<file path="src/rtl/ask4_tx_mapper.sv">
// 4-ASK transmit mapper: symbol FIFO, Gray map to +/-a / +/-3a (1s17), zero-stuff to OSR.
// Optional macro TX_LFSR_SRC_EN adds src_sel and an internal LFSR test-symbol source.
module ask4_tx_mapper #(
  parameter int OSR        = 4,
  parameter int FIFO_DEPTH = 4,
  parameter int LFSR_LEN   = 22
) (
  input  logic               clk,
  input  logic               reset,
  input  logic               samp_en,
  input  logic [1:0]         sym_data,
  input  logic               sym_valid,
  output logic               sym_ready,
  input  logic [16:0]        amp,
  output logic signed [17:0] tx_out,
  output logic               sym_strobe,
  output logic               underflow
`ifdef TX_LFSR_SRC_EN
  ,
  input  logic               src_sel
`endif
);

  localparam int PW = $clog2(OSR);
  localparam int AW = $clog2(FIFO_DEPTH);
  localparam bit PARAMS_OK = (OSR >= 2) && (FIFO_DEPTH >= 2) && (LFSR_LEN >= 2);

  generate
    if (!PARAMS_OK) begin : g_bad_params
    end
  endgenerate

  function automatic logic [16:0] sat_triple(input logic [16:0] a);
    logic [18:0] t;
    t = {2'b00, a} + {1'b0, a, 1'b0};
    return (|t[18:17]) ? 17'h1FFFF : t[16:0];
  endfunction

  // Gray map: bit 1 selects sign, bit 0 selects inner (a) versus outer (3a) level
  function automatic logic signed [17:0] map_sym(input logic [1:0] s, input logic [16:0] a);
    logic [16:0]        mag;
    logic signed [17:0] pos;
    mag = s[0] ? a : sat_triple(a);
    pos = signed'({1'b0, mag});
    return s[1] ? pos : -pos;
  endfunction

  logic [1:0]    mem [FIFO_DEPTH];
  logic [AW:0]   wr_ptr, rd_ptr;
  logic [PW-1:0] phase;
  logic          full, empty, push, pop, phase0, src_lfsr;
  logic [1:0]    head;

  logic signed [17:0] tx_p0;
  logic               vld_p0;
  logic               uf_p0;

`ifdef TX_LFSR_SRC_EN
  logic [LFSR_LEN-1:0] lfsr, lfsr_s1, lfsr_s2;
  assign src_lfsr = src_sel;
  assign lfsr_s1  = {lfsr[LFSR_LEN-2:0], lfsr[LFSR_LEN-1] ^ lfsr[LFSR_LEN-2]};
  assign lfsr_s2  = {lfsr_s1[LFSR_LEN-2:0], lfsr_s1[LFSR_LEN-1] ^ lfsr_s1[LFSR_LEN-2]};

  always_ff @(posedge clk or posedge reset) begin
    if (reset)
      lfsr <= '1;
    else if (samp_en && (phase == '0) && src_sel)
      lfsr <= lfsr_s2;
  end
`else
  assign src_lfsr = 1'b0;
`endif

  assign empty     = (wr_ptr == rd_ptr);
  assign full      = (wr_ptr[AW] != rd_ptr[AW]) && (wr_ptr[AW-1:0] == rd_ptr[AW-1:0]);
  assign sym_ready = !full && !src_lfsr;
  assign push      = sym_valid && sym_ready;
  assign phase0    = samp_en && (phase == '0);
  assign pop       = phase0 && !src_lfsr && !empty;
  assign head      = mem[rd_ptr[AW-1:0]];

  // Push side: runs on every clk, independent of samp_en
  always_ff @(posedge clk or posedge reset) begin
    if (reset) begin
      wr_ptr <= '0;
      for (int i = 0; i < FIFO_DEPTH; i++) mem[i] <= 2'b00;
    end else if (push) begin
      wr_ptr                <= wr_ptr + 1'b1;
      mem[wr_ptr[AW-1:0]]   <= sym_data;
    end
  end

  always_ff @(posedge clk or posedge reset) begin
    if (reset)
      rd_ptr <= '0;
    else if (pop)
      rd_ptr <= rd_ptr + 1'b1;
  end

  // Stage p0: sample-rate output register, advances only on samp_en
  always_ff @(posedge clk or posedge reset) begin
    if (reset) begin
      phase  <= '0;
      tx_p0  <= '0;
      vld_p0 <= 1'b0;
      uf_p0  <= 1'b0;
    end else if (samp_en) begin
      phase <= (phase == PW'(OSR - 1)) ? '0 : phase + 1'b1;
      if (phase == '0) begin
        vld_p0 <= 1'b1;
`ifdef TX_LFSR_SRC_EN
        if (src_lfsr)
          tx_p0 <= map_sym(lfsr_s2[1:0], amp);
        else
`endif
        if (!empty) begin
          tx_p0 <= map_sym(head, amp);
        end else begin
          tx_p0 <= '0;
          uf_p0 <= 1'b1;
        end
      end else begin
        tx_p0  <= '0;
        vld_p0 <= 1'b0;
      end
    end
  end

  assign tx_out     = tx_p0;
  assign sym_strobe = vld_p0;
  assign underflow  = uf_p0;

endmodule

</file>
<file path="config.mk">
export PLATFORM = sky130hd
export DESIGN_NAME = ask4_tx_mapper
export DESIGN_NICKNAME = d
export VERILOG_FILES = /design/src/rtl/ask4_tx_mapper.sv
export SDC_FILE = /design/constraint.sdc
export NUM_CORES = 1
export LEC_CHECK = 0
export CELL_PAD_IN_SITES_DETAIL_PLACEMENT = 2
export CELL_PAD_IN_SITES_GLOBAL_PLACEMENT = 2
export CORE_ASPECT_RATIO = 2
export CORE_MARGIN = 3
export CORE_UTILIZATION = 38
export CTS_CLUSTER_DIAMETER = 120
export DETAILED_ROUTE_END_ITERATION = 8
export PLACE_DENSITY = 0.94
export RECOVER_POWER = 50
export SETUP_SLACK_MARGIN = 0.3
export SLEW_MARGIN = 30
export SYNTH_ARGS = -nofsm -noshare
export SYNTH_HDL_FRONTEND = slang
export SYNTH_SLANG_ARGS = --single-unit
</file>
<file path="constraint.sdc">
create_clock -name clk -period 7.25 [get_ports clk]
set_clock_uncertainty 0.05 [all_clocks]
set_input_delay 0.725 -clock clk [delete_from_list [all_inputs] [get_ports clk]]
set_output_delay 0.725 -clock clk [all_outputs]
set_load 0.05 [all_outputs]
</file>
==> metrics <==
Mapped Area 3150 sq um; DRC 0; Final GP Congestion 0.804; Clk pwr share 0.146; Syn Inst Count about 320; # resized after CTS 0; Post-Layout Cell Count roughly 450; H-Tree Depth 2; syn_nets 366; Max-Slew Margin vs Limit -0.307; post-layout min period slightly below 5 ns; CP startpoint kind primary input; Via density 5.93; Port Buf Inserts 43; commonest non-fill, non-tap cell in the layout clkdlybuf4s50_1; Max-Cap Viols 1; DRT antenna net count 0; P_int 0.881 mW; pwr dens approximately 450 nW/um^2; ys flop type dfrtp_1; CP Max Fanout 5; Die H 135 um; Setup TNS 0 ns; Initial Util 0.394; RSZ-0062 raised after global routing false; CTS root buf clkbuf_16; Hold Fails Final Rpt 0; switching share of power 0.482; DIE WIDTH 70.4 um; first-pass GRT wire length 16300 um; Least-Margin Pin Slew 1.96 ns; antenna cells 0; sequential share of power 0.210; WP data required 7.37 ns; Critical Path End Type flip-flop; Comb pwr share 0.644; Syn Area/Cell 9.98 sq um; failing checks capacitance limit, slew limit; initial antenna violation count 0; remaining global-route overflow 0; Max rail drop VDD between 0.1 and 0.15 mV; hpwl dp roughly 8200 um; Setup Fix Bufs, Post-CTS 0; Final Setup Violations 0; NetSw roughly 0.82 mW; Tot GR Track Use 0.222; core area about 8000 sq um; cell row count 46; Post-Route WL 10100 um; Synth async-reset ratio 1.00; Max clock buf depth 2; fraction of layout cells with a size suffix above 1 0.146; Post-synth EDFFs 0; Fmax 205 MHz; area of placed instances between 3000 and 4000 sq um; Final Cell Area ~3800 sq um; Clk Latency, worst-skew pair 0.29 ns; via count 2687; Starting DRT DRC Count between 90 and 100; CTS Sinks 36; area delta synth->final 20.5%; CTS Hold Buffers Added 0; register area share after synthesis 0.286; vias in the first global route 3070; WP data arrival 4.99 ns; I/O pin cnt 44; CTS tree yes; First-pass DRT Iterations 4; number of nets in the layout approximately 400; pin count of the biggest net entering global routing 37; routed len/inst 22.2 um; total power 1.70 mW; Lkg Pwr around 1.6 nW; final period utilization 0.673; Die ar. approximately 9500 sq um; hold crit path type reg2reg; Final Max Slew Viols 37; status finished, violations left; Worst Setup Path Type in2reg; synth unique cells 66; commonest non-fill, non-tap cells in the layout clkdlybuf4s50_1 (41), dfrtp_1 (36), ha_1 (26); Ys Warns 0; Inst Count DP 445; TritonCTS buffer count 5; flop and latch count out of synthesis 36; CTS clock-pin slew for the worst setup and hold paths 0.06 ns; fillers between 800 and 900
[power groups by stage]
stage               Combinational, mW  Clock, mW  Sequential, mW
finish                           1.10      0.249           0.357
global route                     1.18      0.261           0.368
floorplan                       0.713          0           0.444
detailed placement               1.09          0           0.360
CTS                              1.11      0.251           0.359
global placement                 1.01          0           0.346
[routing by layer]
metal  vias to the layer above  part of all wire  GRT usage
li1                       1252                 -          -
met1                      1367              0.33      0.205
met2                        46              0.61      0.462
met3                        22             0.017     0.0186
met4                         0             0.036      0.102
met5                         -                 0          0
[final cells by class]
type,instances,area (sq um),area share
clock inverters,3,42.5,0.0112
flip-flops and latches,36,901,0.237
well taps,96,120,0.0316
clock buffers,5,125,0.0329
repair buffers,45,442,0.116
inverters,14,52.6,0.0138
multi-input cells,254,2120,0.557
[state kept, by name (all words and copies together), names as in the netlist]
name        cells
wr_ptr          3
sym_strobe      1
phase           2
rd_ptr          3
tx_out         18
mem             8
underflow       1
[stage by stage]
step           hold slack (ns)  setup slack [ns]   util
4_1_cts                  0.461              2.34  0.475
6_report                 0.453              2.37  0.475
5_1_grt                  0.477              2.06  0.475
2_1_floorplan            0.414              3.34      -
3_3_place_gp             0.408              2.33  0.454
3_5_place_dp             0.450              2.05  0.454
[synth_stat cells, drive strengths merged (2+ instances only)]
master,number,area share
buf,6,0.018
a31oi,6,0.014
nand2,24,0.029
and2,5,0.0099
nand3,8,0.014
o21a,2,0.0052
o2bb2ai,2,0.0056
nor2,15,0.018
o22ai,8,0.020
inv,12,0.014
clkbuf,6,0.0083
ha,26,0.10
a2111oi,2,0.012
a21oi,25,0.043
o21ai,9,0.015
mux2,10,0.036
a21o,7,0.017
a41oi,4,0.021
or3,2,0.0040
nand4,2,0.0040
and3,4,0.0083
a22o,15,0.042
a211oi,3,0.0071
clkinv,2,0.0024
o32ai,9,0.045
dfrtp,36,0.29
xnor2,23,0.064
nor3,9,0.016
xor2,14,0.041
o211ai,4,0.011
[logic make-up after synthesis]
| kind of cell | count (synthesis) | synth area share |
|---|---|---|
| AOI/OAI and AO/OA | 104 | 0.291 |
| and+or+nand+nor | 74 | 0.119 |
| xor gates and xnor gates | 37 | 0.105 |
| DFF | 36 | 0.286 |
| adders and majority gates | 27 | 0.110 |
| buffers and inverters | 26 | 0.0433 |
| muxes | 12 | 0.0460 |
[worst max-delay path, cell delays in order]
cell	delay, ns
clkdlybuf4s50_1	0.53
ha_1	0.28
fa_1	0.43
a211oi_1	0.38
o211ai_2	0.19
nand3_2	0.12
o41ai_4	0.08
xnor2_1	0.29
nand3_1	0.24
o22ai_1	0.26
ha_1	0.28
nand2_1	0.09
nor3_2	0.44
a41oi_2	0.22
xor2_1	0.20
a22o_1	0.22
[final timing paths]
kind | start | to | slack [ns] | depth (start not counted)
max reg2reg | rd_ptr[1] | tx_out[16] | 3.45 | 12
min in group asynchronous | reset | tx_out[16] | 1.54 | 3
max | amp[1] | tx_out[16] | 2.37 | 16
min | rd_ptr[2] | rd_ptr[2] | 0.45 | 1
max in group asynchronous | reset | tx_out[9] | 4.48 | 3
min reg2reg | rd_ptr[2] | rd_ptr[2] | 0.45 | 1
No activity file was read; power rests on OpenSTA's default activity.
